==> src/rtl/rv_decode_pkg.sv <==
// Shared RV32I decode definitions: opcodes, instruction classes and the decoded-entry record.
// Optional M-extension decode is enabled with the RV_DECODE_M_EN macro (see rv_decode_comb).
package rv_decode_pkg;

  localparam logic [6:0] OPC_OP     = 7'b0110011;
  localparam logic [6:0] OPC_OP_IMM = 7'b0010011;
  localparam logic [6:0] OPC_LUI    = 7'b0110111;
  localparam logic [6:0] OPC_AUIPC  = 7'b0010111;
  localparam logic [6:0] OPC_JAL    = 7'b1101111;
  localparam logic [6:0] OPC_JALR   = 7'b1100111;
  localparam logic [6:0] OPC_BRANCH = 7'b1100011;
  localparam logic [6:0] OPC_LOAD   = 7'b0000011;
  localparam logic [6:0] OPC_STORE  = 7'b0100011;

  localparam logic [6:0] NOP_OPCODE = OPC_OP_IMM;

  typedef enum logic [3:0] {
    ALU_R   = 4'd0,
    ALU_I   = 4'd1,
    LUI     = 4'd2,
    AUIPC   = 4'd3,
    JAL     = 4'd4,
    JALR    = 4'd5,
    BRANCH  = 4'd6,
    LOAD    = 4'd7,
    STORE   = 4'd8,
    MULDIV  = 4'd9,
    ILLEGAL = 4'd10
  } iclass_e;

  // Immediate and PC are kept outside the record so their width can follow XLEN.
  typedef struct packed {
    logic [4:0] rs1;
    logic [4:0] rs2;
    logic [4:0] rd;
    logic [2:0] funct3;
    logic [6:0] funct7;
    logic [6:0] opcode;
    iclass_e    iclass;
    logic       uses_rs1;
    logic       uses_rs2;
    logic       writes_rd;
    logic       illegal;
  } decoded_t;

  function automatic decoded_t empty_entry();
    decoded_t e;
    e        = '0;
    e.opcode = NOP_OPCODE;
    e.iclass = ALU_R;
    return e;
  endfunction

endpackage

==> src/rtl/rv_decode_comb.sv <==
// Pure combinational RV32I instruction decoder: raw instruction -> decoded record + immediate.
// Define RV_DECODE_M_EN to accept OP funct7=0000001 (multiply/divide) as MULDIV.
module rv_decode_comb
  import rv_decode_pkg::*;
#(
  parameter int XLEN = 32
) (
  input  logic [31:0]     instr,
  output decoded_t        entry,
  output logic [XLEN-1:0] imm
);

  logic [6:0]  opc;
  logic [2:0]  f3;
  logic [6:0]  f7;
  logic [31:0] imm_i, imm_s, imm_b, imm_u, imm_j, imm_sh;
  logic        legal;
  decoded_t    d;
  logic [31:0] imm32;

  assign opc = instr[6:0];
  assign f3  = instr[14:12];
  assign f7  = instr[31:25];

  assign imm_i  = {{20{instr[31]}}, instr[31:20]};
  assign imm_s  = {{20{instr[31]}}, instr[31:25], instr[11:7]};
  assign imm_b  = {{19{instr[31]}}, instr[31], instr[7], instr[30:25], instr[11:8], 1'b0};
  assign imm_u  = {instr[31:12], 12'b0};
  assign imm_j  = {{11{instr[31]}}, instr[31], instr[19:12], instr[20], instr[30:21], 1'b0};
  assign imm_sh = {27'b0, instr[24:20]};

  always_comb begin
    d      = '0;
    d.iclass = ALU_R;
    d.opcode = opc;
    imm32  = '0;
    legal  = 1'b0;
    case (opc)
      OPC_OP: begin
        d.iclass = ALU_R;
        d.rs1 = instr[19:15]; d.rs2 = instr[24:20]; d.rd = instr[11:7];
        d.funct3 = f3; d.funct7 = f7;
        d.uses_rs1 = 1'b1; d.uses_rs2 = 1'b1; d.writes_rd = 1'b1;
        if (f7 == 7'b0000000)
          legal = 1'b1;
        else if (f7 == 7'b0100000)
          legal = (f3 == 3'b000) || (f3 == 3'b101);
`ifdef RV_DECODE_M_EN
        else if (f7 == 7'b0000001) begin
          legal    = 1'b1;
          d.iclass = MULDIV;
        end
`endif
      end
      OPC_OP_IMM: begin
        d.iclass = ALU_I;
        d.rs1 = instr[19:15]; d.rd = instr[11:7]; d.funct3 = f3;
        d.uses_rs1 = 1'b1; d.writes_rd = 1'b1;
        if (f3 == 3'b001) begin
          d.funct7 = f7; imm32 = imm_sh;
          legal = (f7 == 7'b0000000);
        end else if (f3 == 3'b101) begin
          d.funct7 = f7; imm32 = imm_sh;
          legal = (f7 == 7'b0000000) || (f7 == 7'b0100000);
        end else begin
          imm32 = imm_i; legal = 1'b1;
        end
      end
      OPC_LUI, OPC_AUIPC: begin
        d.iclass = (opc == OPC_LUI) ? LUI : AUIPC;
        d.rd = instr[11:7]; d.writes_rd = 1'b1;
        imm32 = imm_u; legal = 1'b1;
      end
      OPC_JAL: begin
        d.iclass = JAL;
        d.rd = instr[11:7]; d.writes_rd = 1'b1;
        imm32 = imm_j; legal = 1'b1;
      end
      OPC_JALR: begin
        d.iclass = JALR;
        d.rs1 = instr[19:15]; d.rd = instr[11:7]; d.funct3 = f3;
        d.uses_rs1 = 1'b1; d.writes_rd = 1'b1;
        imm32 = imm_i; legal = (f3 == 3'b000);
      end
      OPC_BRANCH: begin
        d.iclass = BRANCH;
        d.rs1 = instr[19:15]; d.rs2 = instr[24:20]; d.funct3 = f3;
        d.uses_rs1 = 1'b1; d.uses_rs2 = 1'b1;
        imm32 = imm_b; legal = (f3 != 3'b010) && (f3 != 3'b011);
      end
      OPC_LOAD: begin
        d.iclass = LOAD;
        d.rs1 = instr[19:15]; d.rd = instr[11:7]; d.funct3 = f3;
        d.uses_rs1 = 1'b1; d.writes_rd = 1'b1;
        imm32 = imm_i;
        legal = (f3 != 3'b011) && (f3 != 3'b110) && (f3 != 3'b111);
      end
      OPC_STORE: begin
        d.iclass = STORE;
        d.rs1 = instr[19:15]; d.rs2 = instr[24:20]; d.funct3 = f3;
        d.uses_rs1 = 1'b1; d.uses_rs2 = 1'b1;
        imm32 = imm_s; legal = (f3 <= 3'b010);
      end
      default: legal = 1'b0;
    endcase

    if (d.rd == 5'd0)
      d.writes_rd = 1'b0;

    // Illegal encodings still travel downstream, scrubbed to a NOP-group record.
    if (!legal || (instr[1:0] != 2'b11)) begin
      d         = '0;
      d.opcode  = NOP_OPCODE;
      d.iclass  = ILLEGAL;
      d.illegal = 1'b1;
      imm32     = '0;
    end

    entry = d;
  end

  assign imm = XLEN'($signed(imm32));

endmodule

==> src/rtl/rv_decode_stage.sv <==
// Registered valid/ready RV32I decode stage with a DEPTH-entry output FIFO and flush.
// Define RV_DECODE_M_EN to decode M-extension OP instructions as MULDIV.
module rv_decode_stage
  import rv_decode_pkg::*;
#(
  parameter int XLEN  = 32,
  parameter int DEPTH = 2
) (
  input  logic            clk,
  input  logic            rst_n,
  input  logic            flush,
  input  logic            in_valid,
  output logic            in_ready,
  input  logic [31:0]     in_instr,
  input  logic [XLEN-1:0] in_pc,
  output logic            out_valid,
  input  logic            out_ready,
  output logic [4:0]      rs1,
  output logic [4:0]      rs2,
  output logic [4:0]      rd,
  output logic [2:0]      funct3,
  output logic [6:0]      funct7,
  output logic [6:0]      opcode,
  output logic [XLEN-1:0] imm_out,
  output logic [3:0]      iclass,
  output logic            uses_rs1,
  output logic            uses_rs2,
  output logic            writes_rd,
  output logic            illegal,
  output logic [XLEN-1:0] pc_out
);

  localparam int PTR_W = (DEPTH > 1) ? $clog2(DEPTH) : 1;
  localparam int CNT_W = $clog2(DEPTH) + 1;

  decoded_t        dec;
  logic [XLEN-1:0] dec_imm;

  rv_decode_comb #(.XLEN(XLEN)) u_decode (
    .instr (in_instr),
    .entry (dec),
    .imm   (dec_imm)
  );

  decoded_t        ent_mem [DEPTH];
  logic [XLEN-1:0] imm_mem [DEPTH];
  logic [XLEN-1:0] pc_mem  [DEPTH];

  logic [PTR_W-1:0] wptr, rptr;
  logic [CNT_W-1:0] count;
  logic             push, pop;

  function automatic logic [PTR_W-1:0] ptr_inc(input logic [PTR_W-1:0] p);
    if (p == PTR_W'(DEPTH - 1))
      return '0;
    return p + PTR_W'(1);
  endfunction

  assign in_ready  = (count < CNT_W'(DEPTH));
  assign out_valid = (count != '0);
  assign push      = in_valid & in_ready & ~flush;
  assign pop       = out_valid & out_ready & ~flush;

  always_ff @(posedge clk or negedge rst_n) begin
    if (!rst_n) begin
      wptr  <= '0;
      rptr  <= '0;
      count <= '0;
    end else if (flush) begin
      wptr  <= '0;
      rptr  <= '0;
      count <= '0;
    end else begin
      if (push)
        wptr <= ptr_inc(wptr);
      if (pop)
        rptr <= ptr_inc(rptr);
      case ({push, pop})
        2'b10:   count <= count + CNT_W'(1);
        2'b01:   count <= count - CNT_W'(1);
        default: ;
      endcase
    end
  end

  always_ff @(posedge clk) begin
    if (push) begin
      ent_mem[wptr] <= dec;
      imm_mem[wptr] <= dec_imm;
      pc_mem[wptr]  <= in_pc;
    end
  end

  // Storage is not reset; an empty FIFO presents the reset-default record instead.
  decoded_t        head;
  logic [XLEN-1:0] head_imm, head_pc;

  always_comb begin
    head     = empty_entry();
    head_imm = '0;
    head_pc  = '0;
    if (out_valid) begin
      head     = ent_mem[rptr];
      head_imm = imm_mem[rptr];
      head_pc  = pc_mem[rptr];
    end
  end

  assign rs1       = head.rs1;
  assign rs2       = head.rs2;
  assign rd        = head.rd;
  assign funct3    = head.funct3;
  assign funct7    = head.funct7;
  assign opcode    = head.opcode;
  assign iclass    = head.iclass;
  assign uses_rs1  = head.uses_rs1;
  assign uses_rs2  = head.uses_rs2;
  assign writes_rd = head.writes_rd;
  assign illegal   = head.illegal;
  assign imm_out   = head_imm;
  assign pc_out    = head_pc;

endmodule

==> config.mk <==
export PLATFORM = sky130hd
export DESIGN_NAME = rv_decode_stage
export DESIGN_NICKNAME = d
export VERILOG_FILES = /design/src/rtl/rv_decode_pkg.sv /design/src/rtl/rv_decode_comb.sv /design/src/rtl/rv_decode_stage.sv
export SDC_FILE = /design/constraint.sdc
export NUM_CORES = 1
export LEC_CHECK = 0
export CAP_MARGIN = 20
export CORE_MARGIN = 2
export CORE_UTILIZATION = 50
export DETAILED_ROUTE_END_ITERATION = 10
export PLACE_DENSITY_LB_ADDON = 0.12
export SYNTH_ARGS = -nofsm -noshare
export SYNTH_HDL_FRONTEND = slang
export SYNTH_HIERARCHICAL = 1
export SYNTH_SLANG_ARGS = --single-unit
==> constraint.sdc <==
create_clock -name clk -period 12.3 [get_ports clk]
set_input_delay 2.46 -clock clk [delete_from_list [all_inputs] [get_ports clk]]
set_output_delay 2.46 -clock clk [all_outputs]
set_load 0.01 [all_outputs]
==> results list <==
* Post-synthesis instance area: 9120 sq um
- The most used flip-flop cell after synthesis is sky130_fd_sc_hd__edfxtp_1.
* Number of filler cells placed in the layout: between 1000 and 1500
* Hold Vio Cnt, Final: 0
* Setup repair bufs after CTS: 0
- Count of max-cap constraint violations: 0
- Summed over all nets, wire length on met3 after detailed routing comes to 1080 microns.
- Largest net degree at the start of global routing: 78
- In this run the remaining antenna-violating nets after routing total 0.
- After detailed routing, the number of remaining DRC violations is 0.
* Signal arrival time at the worst endpoint: ~3.2 ns
- Depth of the worst register-to-register path: 4
- The first global-routing pass estimated around 31000 microns of wire.
* Die boundary height: about 140 microns
- Power spread over the standard cell area amounts to between 100 and 150 nW/um^2.
- Number of synthesized register bits: 212
- STA classifies the critical path startpoint as a flip-flop.
- In the layout the commonest cells are 208 x sky130_fd_sc_hd__edfxtp_1, 174 x sky130_fd_sc_hd__clkdlybuf4s50_1, 128 x sky130_fd_sc_hd__nor2_1.
- Highest metal used: met4
* Area Growth Syn to Fin: 27.3%
- Setup violations remaining at the end of the flow were counted as 0.
- Setup slack of the most critical reg-to-reg path: 9.04 ns
- In the final routed layout, each cell accounts on average for approximately 19 microns.
- Summing the sequential cell areas from Yosys gives 69.6% of the chip area.
- The final max-slew violation count is 0.
- Area taken by flip-flops and latches: approximately 6300 sq um
- Count of flip-flops with a built-in enable after synthesis: between 200 and 250
* Clock skew after layout: 0.0141 ns
- Width of the die: 139 microns
- Buffers and inverters on the worst path: 3
- Once layout is complete, the utilization of the core stands at between 60% and 70%.
- In this run, post-CTS hold repair placed 0 buffers.
- In this design, the largest share of critical-path delay is due to buffers and inverters.
- Global routing used around a fifth of the available tracks.
* Clock latency reported for the late side of the worst-skew pair: roughly 0.49 ns
* Final worst path period need: 5.68 ns
* Post-Syn Instances: 645
* Kind of critical path: flip-flop to output port
* Initial drt markers: ~320
- Initial antenna violation count: 0
* Logic depth of the worst setup path including buffers: 5
* Maximum resistive drop on vdd: 119 uV
* H-Tree Depth: 1
- Area of the die: slightly below 20000 sq um
* Core Footprint: between 15000 and 20000 sq um
* Area of the multi-input gates: 2480 sq um
- Syn avg cell area: approximately 14 sq um
* CTS tree: built
- The cell sitting at the root of the clock tree is a sky130_fd_sc_hd__clkbuf_16.
* Setup repair after global routing missed its margin: false
- Per report_power, the combinational group accounts for a little over an eighth of the total.
- Number of global-route vias before repair: roughly 5700
* Result of the run: complete, no violations
- Rel. slew slack: between 20% and 30%
- Wires add up to roughly 20000 microns.
- Input and output buffers added on the ports amount to approximately 170.
- Summed over all cells, the static leakage comes to about 4.0 nW.
- CP max-delay cell: sky130_fd_sc_hd__dfrtp_4
* Share of total power in sequential cells: 50.6%
- Drt via density: approximately 5.3
* Share of total power consumed by net switching: 22.5%
* Delay of the slowest cell on the worst path: approximately 0.86 ns
- In this run the critical register-to-register path is launched from count[1]$_DFFE_PN0P_.
* Kind of end point of the critical path: output port
- Yosys synthesis warning count: 6
- Final-stage net count: just under 900
- Global routing finished with a remaining overflow of 0.
- CTS saw approximately 210 sinks.
* First element of the critical path: rptr$_DFFE_PN0P_
* Final total negative setup slack: 0 ns
- Walking the worst path, the cells encountered are buf_4 > buf_16 > mux2i_1 > nor2_1 > clkdlybuf4s50_1.
- Weighted congestion at the end of routability-driven global placement: approximately 0.86
* Resized cells post-CTS: 0
- For the worst setup path, the data required time is roughly 9.8 ns.
- Clock transition at the registers of the reported paths: around 0.060 ns
- Sw power: ~370 uW
- Worst Max-Slew Pin Slew: 1.06 ns
- Ant diodes: 0
* Half-perimeter wire length of the detailed placement result: approximately 13000 microns
* FMAX: around 0.18 GHz
- Via count: about 5600
- Once the floorplan was initialized, standard cells occupied between 50% and 60% of the core.
- The worst hold path belongs to the class flip-flop to flip-flop.
- Unique masters post-synth: 44
- Counting along the longest clock path gives a buffer depth of 3.
- The internal power of the cells totals roughly 1.3 mW.
- The routed design uses slightly below 10000 microns of met2 wire.
- Counting the buffers created by CTS gives 22.
* Worst flop-to-flop path endpoint: imm_mem[1][22]$_DFFE_PP_
* Share of final-layout standard cells stronger than drive strength 1: under 10%
* Number of core rows: between 40 and 50
- Asr flop ratio synth: 1.89%
- Number of placed I/O pins: between 150 and 200
* Critical Path End: funct7[6]
* WL met1: slightly below 9000 microns
- Leaving out fill and tap cells, the most frequent cell in the layout is sky130_fd_sc_hd__edfxtp_1.
* Ratio of final minimum period to clock period: between 40% and 50%
* Drt pass-1 iters: 5
- Highest net fanout along the worst path: 39
* Portion of total power attributed to the clock network: 36.2%
[logic make-up (layout without fill, tap and decap cells)]
kind of cell,count (synthesis),in the layout,synth area share [%]
multiplexers,105,105,11.5
other,2,8,0.0823
flip-flops,212,212,69.6
XOR/XNOR,2,2,0.192
AO/OA/AOI/OAI,54,54,3.58
buffers and inverters,49,225,3.72
AND/OR/NAND/NOR,221,221,11.4
[power by group through the flow]
stage / Sequential [mW] / Combinational, mW / Clock [mW]
6_report: 0.832 / 0.217 / 0.596
5_1_grt: 0.835 / 0.234 / 0.639
4_1_cts: 0.832 / 0.217 / 0.612
3_5_place_dp: 0.848 / 0.216 / 0
3_3_place_gp: 0.846 / 0.213 / 0
2_1_floorplan: 0.846 / 0.118 / 0
[per-stage QoR]
step	area (sq um)	power (mW)	cells	setup slack [ns]	hold WS [ns]
2_1_floorplan	9150	0.965	651	1.45	0.519
3_3_place_gp	10900	1.06	1016	6.66	0.562
3_5_place_dp	10900	1.06	1016	6.53	0.610
4_1_cts	11600	1.66	1054	6.23	0.618
5_1_grt	11600	1.71	1056	6.46	0.633
6_report	11600	1.64	1056	6.62	0.607
[tightest hold or removal path, cell delays in order, from the launching register on]
cell,delay [ns]
sky130_fd_sc_hd__dfrtp_1,0.40
sky130_fd_sc_hd__xor2_1,0.09
sky130_fd_sc_hd__nor2_1,0.08
[layout make-up]
| type | instances | area share [%] |
|---|---|---|
| timing repair buffer | 182 | 15.8 |
| inverter | 5 | 0.162 |
| sequential | 212 | 54.7 |
| clock buffer | 32 | 5.33 |
| clock inverter | 6 | 0.237 |
| multi-input combinational | 390 | 21.3 |
| tap | 229 | 2.47 |
[sequential cells by signal (all words and copies together) (netlist names)]
signal and flops:
imm_mem 64, ent_mem 80, pc_mem 64, wptr 1, count 2, rptr 1
[how the worst min path moves through the flow]
stage,startpoint,end,slack (ns),cells past startpoint
2_1_floorplan,wptr$_DFFE_PN0P_,wptr$_DFFE_PN0P_,0.52,2
3_3_place_gp,wptr$_DFFE_PN0P_,wptr$_DFFE_PN0P_,0.56,2
3_5_place_dp,wptr$_DFFE_PN0P_,wptr$_DFFE_PN0P_,0.61,2
4_1_cts,wptr$_DFFE_PN0P_,wptr$_DFFE_PN0P_,0.62,2
5_1_grt,wptr$_DFFE_PN0P_,wptr$_DFFE_PN0P_,0.63,2
6_report,wptr$_DFFE_PN0P_,wptr$_DFFE_PN0P_,0.61,2
[per-layer routing]
layer	up-vias	global-route usage [%]
met1	2725	28.2
met2	189	33.8
met5	-	0
li1	2672	-
met3	26	3.38
met4	0	5.32
[cell usage after synthesis, drive strengths merged, types with 2 or more instances]
library cell | count | area [sq um]
nand3 | 4 | 20.0
buf | 36 | 290
clkbuf | 8 | 30.0
conb | 2 | 7.51
dfrtp | 4 | 100
nor3 | 9 | 75.1
a21o | 2 | 15.0
nand2b | 6 | 40.0
and3 | 13 | 81.3
xor2 | 2 | 17.5
a22oi | 4 | 30.0
o21ai | 18 | 90.1
mux2i | 105 | 1050
or2 | 4 | 25.0
o31ai | 3 | 36.3
and2 | 6 | 37.5
a21oi | 21 | 105
nand2 | 26 | 97.6
nor2b | 14 | 87.6
nor3b | 2 | 15.0
nor2 | 129 | 484
edfxtp | 208 | 6250
inv | 5 | 18.8
or4 | 3 | 22.5
(Power assumes the default switching activity.)
